## config.mk

```make
export PLATFORM = sky130hd
export DESIGN_NAME = mmio_dram
export DESIGN_NICKNAME = d
export VERILOG_FILES = /design/src/rtl/mmio_dram.sv
export SDC_FILE = /design/constraint.sdc
export NUM_CORES = 2
export LEC_CHECK = 0
export CAP_MARGIN = 20
export CORE_MARGIN = 10
export CORE_UTILIZATION = 67
export DETAILED_ROUTE_END_ITERATION = 6
export HOLD_SLACK_MARGIN = 0.12
export PLACE_DENSITY = 0.8
export SLEW_MARGIN = 10
export SYNTH_ARGS = -nofsm -noshare
export SYNTH_HDL_FRONTEND = slang
export SYNTH_SLANG_ARGS = --single-unit
```

## constraint.sdc

```tcl
create_clock -name CLK -period 5.05 [get_ports CLK]
set_input_delay 0.7575 -clock CLK [delete_from_list [all_inputs] [get_ports CLK]]
set_output_delay 0.7575 -clock CLK [all_outputs]
set_load 0.05 [all_outputs]
```

## src/rtl/mmio_dram.sv

```systemverilog
// Data RAM with a memory-mapped I/O window: STATUS, synchronised inputs, output ports.
// Define MMIO_DRAM_BCD_LUT_EN to preload the heart-rate BCD table on RESET.
module mmio_dram #(
    parameter int DW    = 8,
    parameter int AW    = 8,
    parameter int N_IN  = 3,
    parameter int N_OUT = 4
) (
    input  logic                CLK,
    input  logic                RESET,
    input  logic [AW-1:0]       ADDR,
    input  logic [DW-1:0]       DATA,
    input  logic                MW,
    output logic [DW-1:0]       Q,
    input  logic [N_IN*DW-1:0]  IN_BUS,
    output logic [N_OUT*DW-1:0] OUT_BUS,
    output logic                IRQ
);
    localparam int DEPTH   = 2 ** AW;
    localparam int IO_BASE = DEPTH - (N_IN + N_OUT + 1);
    localparam int IW      = $clog2(IO_BASE);

    localparam logic [AW-1:0] STAT_A = AW'(IO_BASE);
    localparam logic [AW-1:0] IN_A   = AW'(IO_BASE + 1);
    localparam logic [AW-1:0] OUT_A  = AW'(IO_BASE + N_IN + 1);

    logic [DW-1:0]       mem_q [IO_BASE];
    logic [DW-1:0]       q_q, q_d;
    logic [N_IN*DW-1:0]  s1_q, s2_q, s3_q;
    logic [N_IN-1:0]     stat_q, stat_d;
    logic [N_IN-1:0]     chg, clr;
    logic [N_OUT*DW-1:0] out_q, out_d;
    logic [DW-1:0]       in_rd, out_rd;
    logic                is_ram, is_stat, is_in;

    assign is_ram  = ADDR < STAT_A;
    assign is_stat = ADDR == STAT_A;
    assign is_in   = !is_ram && !is_stat && (ADDR < OUT_A);

    always_comb begin
        in_rd  = '0;
        out_rd = '0;
        out_d  = out_q;
        for (int k = 0; k < N_IN; k++) begin
            if (ADDR == IN_A + AW'(k))
                in_rd = s2_q[k*DW +: DW];
        end
        for (int k = 0; k < N_OUT; k++) begin
            if (ADDR == OUT_A + AW'(k)) begin
                out_rd = out_q[k*DW +: DW];
                if (MW)
                    out_d[k*DW +: DW] = DATA;
            end
        end
    end

    always_comb begin
        chg = '0;
        for (int k = 0; k < N_IN; k++)
            chg[k] = s2_q[k*DW +: DW] != s3_q[k*DW +: DW];
    end

    // A change detected in the same cycle as a clear keeps the flag set.
    assign clr    = (MW && is_stat) ? DATA[N_IN-1:0] : '0;
    assign stat_d = (stat_q & ~clr) | chg;

    always_comb begin
        q_d = '0;
        unique case (1'b1)
            is_ram:  q_d = mem_q[ADDR[IW-1:0]];
            is_stat: q_d[N_IN-1:0] = stat_q;
            is_in:   q_d = in_rd;
            default: q_d = out_rd;
        endcase
    end

    always_ff @(posedge CLK) begin
        if (RESET) begin
            q_q    <= '0;
            s1_q   <= '0;
            s2_q   <= '0;
            s3_q   <= '0;
            stat_q <= '0;
            out_q  <= '0;
        end else begin
            q_q    <= q_d;
            s1_q   <= IN_BUS;
            s2_q   <= s1_q;
            s3_q   <= s2_q;
            stat_q <= stat_d;
            out_q  <= out_d;
        end
    end

`ifdef MMIO_DRAM_BCD_LUT_EN
    localparam int HR_N = 30;
    localparam int HR_TAB [HR_N] = '{
        0, 8, 17, 26, 35, 44, 53, 62, 71, 80,
        89, 98, 107, 116, 125, 133, 142, 151, 160, 169,
        178, 187, 196, 205, 214, 223, 232, 241, 250, 259
    };

    function automatic logic [15:0] bcd16(input int v);
        return {4'(v / 1000 % 10), 4'(v / 100 % 10),
                4'(v / 10 % 10), 4'(v % 10)};
    endfunction

    if (DW != 8 || IO_BASE < 2 * HR_N) begin : g_bad_cfg
        $error("mmio_dram: BCD table needs DW=8 and IO_BASE>=60");
    end

    always_ff @(posedge CLK) begin
        if (RESET) begin
            for (int i = 0; i < HR_N; i++) begin
                mem_q[IW'(2*i)]   <= DW'(bcd16(HR_TAB[i]));
                mem_q[IW'(2*i+1)] <= DW'(bcd16(HR_TAB[i]) >> 8);
            end
        end else if (MW && is_ram) begin
            mem_q[ADDR[IW-1:0]] <= DATA;
        end
    end
`else
    always_ff @(posedge CLK) begin
        if (!RESET && MW && is_ram)
            mem_q[ADDR[IW-1:0]] <= DATA;
    end
`endif

    assign Q       = q_q;
    assign OUT_BUS = out_q;
    assign IRQ     = |stat_q;

endmodule

```

=== After elaboration in Yosys (flattened, before gate mapping) ===
Memories as Yosys holds them, arrays and structs flattened.
Cells that the tools add are included.

* Bits in writable memories: 1,984
* Output and inout port bits: 41
* Memories: 1
* Register bits after elaboration: 115

* Multiplexer cells: 12
* Equality and inequality tests: 11
* Reduce and logical (&&, ||, !) cells: 13
* Order comparisons: 2
* Bitwise gates (word level): 3

{| class="wikitable"
|+ Memory list
! memory !! depth !! width !! read ports !! clocked after memory_dff !! wr ports !! RTL line !! RTL
|-
| mem_q || 248 || 8 || 1 || 0 || 1 || 27 || <nowiki>logic [DW-1:0] mem_q [IO_BASE];</nowiki>
|}

{| class="wikitable"
|+ Operator list
! operator !! number
|-
| 8-bit equality test (second input constant) || 8
|-
| 8-bit two-way mux || 7
|-
| 8-bit inequality test || 3
|-
| 8-bit less-than comparator (second input constant) || 2
|-
| 5-bit one-hot mux with 3 select lines || 1
|-
| 3-bit one-hot mux with 3 select lines || 1
|-
| 2-bit AND reduction || 4
|-
| 1-bit logical AND || 5
|-
| 3-bit AND || 1
|-
| 1-bit zero test || 3
|-
| 3-bit two-way mux || 1
|-
| 3-bit inverter || 1
|-
| 3-bit OR || 1
|-
| 3-bit OR reduction || 1
|-
| 1-bit two-way mux || 2
|}

=== Logic depth before layout (Yosys ltp) ===
* Word-level depth: 6
* Mapped depth: 13
* Gate-level depth less buffers: 7

=== Worst setup path after synthesis ===
Ideal clock, no wire load.

* Path type: input to register
* From: in ADDR[4]
* To: mem mem_q[195][0] (enable)
* Data arrival time: 2.869 ns
* Required time: 4.667 ns
* Setup time: 0.383 ns
* Buffers on the path: 4
* Path slack: 1.797 ns
* Cell stages on the path: 9
* Path through: and2_1 > buf_2 > and3_1 > buf_4 > nor3b_4 > clkbuf_1 > nand2_1 > clkbuf_1 > nor3_1

* Word-level cells in the longest chain between the ends: 4

{| class="wikitable"
|+ Ends and longest elaborated chain
! item !! RTL line !! RTL
|-
| start: declaration || 11 || <nowiki>input logic [AW-1:0] ADDR,</nowiki>
|-
| 8-bit less-than comparator || 36 || <nowiki>assign is_ram = ADDR < STAT_A;</nowiki>
|-
| 1-bit logical AND || 124 || <nowiki>if (!RESET && MW && is_ram)</nowiki>
|-
| 1-bit two-way mux || 124 ||
|-
| 1-bit two-way mux (not written as such) || 125 || <nowiki>mem_q[ADDR[IW-1:0]] <= DATA;</nowiki>
|-
| end: declaration || 27 ||
|}

Parallel ways exist; a longest one is shown, timed or not.

=== Worst setup path in the final report ===
* From: in ADDR[3]
* To: reg q_q[4] (netlist: Q[4])

* Word-level cells in the longest chain between the ends: 6

{| class="wikitable"
|+ Ends and longest elaborated chain
! item !! RTL line !! RTL
|-
| branches (longest 5 deep; another with memory 248 x 8 bit) || - ||
|-
| 5-bit one-hot mux with 3 select lines (*) || 69 || <nowiki>unique case (1'b1)</nowiki>
|-
| end signal: assignment || 86 || <nowiki>q_q <= q_d;</nowiki>
|-
| end: declaration || 28 || <nowiki>logic [DW-1:0] q_q, q_d;</nowiki>
|}

Every way passes the cells marked *.
A chain may end at the register's enable or synchronous reset.

==> reports/metrics.yaml <==
run_status:
  status: "finished clean"
worst_setup_path:
  end_kind: "register"
  path_cells: "buf_2, nand3b_1, o22ai_1, a211oi_1, nand2_1, nand3_1, nor3_1, o41a_1"
  required_ns: 5.84
  cp_max_fo: 18
  cpPeakStageDelay_ns: 0.98
  cp_slowest_cell: "nand3b_1"
  cp_top_family: "simple AND/OR/NAND/NOR gates"
  cp_num_buf_inv: 1
  rrSetupSlack_ns: 2.29
  arrival_ns: 4.58
  critPathLaunchType: "input pin"
  critPathKind: "input pin to register"
synth:
  muxShareOfSynthArea: 0.146
  yosys.cell_count.top_type: "edfxtp_1"
  seq_area_frac_synth: 0.759
  synthAdderAreaFrac: 0
  ys.flop_type: "edfxtp_1"
  syn_area_mm2: 0.0816
  synth.top_cell.area_share: 0.730
  synthCells: 4155
  yosysWarningCount: 0
  synthTopCellsByArea: "edfxtp_1 (73%), mux4_2 (12%), dfxtp_1 (2.8%), mux2i_1 (2.7%), nor2_1 (1.3%)"
  synth-compound-area-share: 0.0341
  ys_ff_latch: 2099
  synth_top_family_by_area: "multiplexers"
  synth_area_per_cell_um2: 19.6
  syn-num-nets: 4198
  synth_edf_count: 1984
  synth-simple-area-share: 0.0408
  synth.distinct_cells: 74
  ys_async_sr_fraction: 0
  synth_xor_area_frac: 0.00258
  synthTopCellsByCount: "edfxtp_1 (1984), mux4_2 (422), nor2_1 (282), mux2i_1 (218), nand2_1 (155)"
  synth_top_area_cell: "edfxtp_1"
global_route:
  antenna_found_initial: 10
  grt.met3_usage: 0.0965
  grt_pass1_wl_um: 319000
  grt_pass1_vias: 44105
  grt_overflow: 0
  use_met1: 0.440
  grt_usage: 0.325
  grt_start_max_net_pins: 193
  global_route.usage.met2: 0.491
  busiest_layer: "met2"
place:
  pre_cts_slack_ns: 0.778
  dp.cells: 5801
  gp_congestion: 0.944
  placed_cell_area_mm2: 0.0849
  port_buffers: 83
  hpwl_um: 130000
layout:
  drive_gt1_frac: 0.214
  multi_input_area_mm2: 0.0183
  fillerInstances: 6181
  syn2layout_area_growth_pct: 11.9
  regArea_mm2: 0.0619
  instances_no_fill: 6168
  final_area_mm2: 0.0913
  final_nets: 4430
clock_network:
  clock-sinks: 2099
  clk_latency_ns: 0.84
  htree_levels: 4
  cts_tree: "yes"
  cts_inserted_buffers: 196
  cts_buffer_depth: 3
  postCtsSetupRepairBufs: 0
  path_clk_slew_ns: 0.07
  ctsResizeCount: 0
  clockRootBuffer: "clkbuf_16"
  holdBufCountCts: 0
sta:
  slew_headroom: 0.158
  post-route-min-period_ns: 3.79
  worst_pin_slew_ns: 1.26
  setup_viol: 0
  finalWorstSetupSlack_ns: 1.26
  slew_violations: 0
  min_period_over_period: 0.751
  fmax_mhz: 264
  tns_ns: 0
  rsz0062_at_grt: "no"
  hold_viol: 0
  finClkSkew_ns: 0.0412
die:
  ios: 84
  coreArea_mm2: 0.120
  die_h_um: 369
  dieArea_mm2: 0.136
  die_width_um: 369
  initial_core_util: 0.677
  fp-row-count: 127
power_and_ir_drop:
  p_leak_nw: 29.2
  power_density_mw_per_mm2: 392
  ir_drop_uv: 440
detailed_routing:
  via_per_inst: 7.24
  wl_per_cell_um: 35.7
  routed_wl_um: 220000
  dr.pass1.iters: 6
  vias: 44638
  drtIter0Drc: 7420
  drc: 0
  ant_nets: 0
hold_path:
  min_path_type: "register to register"
flow_run:
  max-cap-violations: 0
[cell type report]
class,count,area share
Tap cell,1612,0.0221
Clock inverter,103,0.0120
Antenna cell,4,0.000110
Sequential cell,2099,0.678
Timing Repair Buffer,289,0.0290
Clock buffer,260,0.0585
Inverter,3,0.000123
Multi-Input combinational cell,1798,0.200
[flip-flops by register name (all words and copies together), names as in the netlist]
name and count:
OUT_BUS 32, stat_q 3, s3_q 24, Q 8, s1_q 24, mem_q 1984
s2_q 24
[path summary, 6_finish.rpt]
kind,startpoint,endpoint,cells past startpoint
hold / removal,s1_q[8]$_SDFF_PP0_,s2_q[8]$_SDFF_PP0_,1
setup / recovery,ADDR[3],Q[4]$_SDFF_PP0_,8
hold reg to reg,s1_q[8]$_SDFF_PP0_,s2_q[8]$_SDFF_PP0_,1
setup reg to reg,mem_q[53][5]$_DFFE_PP_,Q[5]$_SDFF_PP0_,7
[placed cells by master (no fill, tap or decap), types with 68 or more instances in the layout]
master,instances
a22oi_1,99
buf_4,186
clkbuf_16,200
clkdlybuf4s50_1,68
dfxtp_1,115
edfxtp_1,1984
mux2i_1,218
mux4_2,422
nand2_1,155
nor2_1,279
nor2b_1,84
[routing by layer]
metal | wire length, µm | part of all wire
met3 | 32300 | 0.15
met2 | 102000 | 0.46
met4 | 12200 | 0.055
met5 | 27 | 0.00012
met1 | 74300 | 0.34
[kinds of logic (layout without fill, tap and decap cells)]
| family | after synthesis | count (layout) |
|---|---|---|
| xor gates and xnor gates | 24 | 24 |
| AOI/OAI and AO/OA | 403 | 403 |
| other | 0 | 4 |
| muxes | 662 | 662 |
| buffers and inverters | 258 | 655 |
| and+or+nand+nor | 709 | 709 |
| DFF | 2099 | 2099 |
[where the power goes]
part	internal, mW	switching (mW)
registers	19.1	0.0413
clock network	8.39	6.43
logic	0.613	1.23
[through the flow]
stage / utilization / total power, mW / hold WS (ns)
after global placement: 0.704 / 21.2 / 0.418
after detailed placement: 0.705 / 21.3 / 0.425
after CTS: 0.758 / 35.8 / 0.431
final: 0.758 / 35.8 / 0.443
after floorplan: - / 20.4 / 0.414
after global routing: 0.758 / 36.5 / 0.460
No activity file was read; power rests on OpenSTA's default activity.
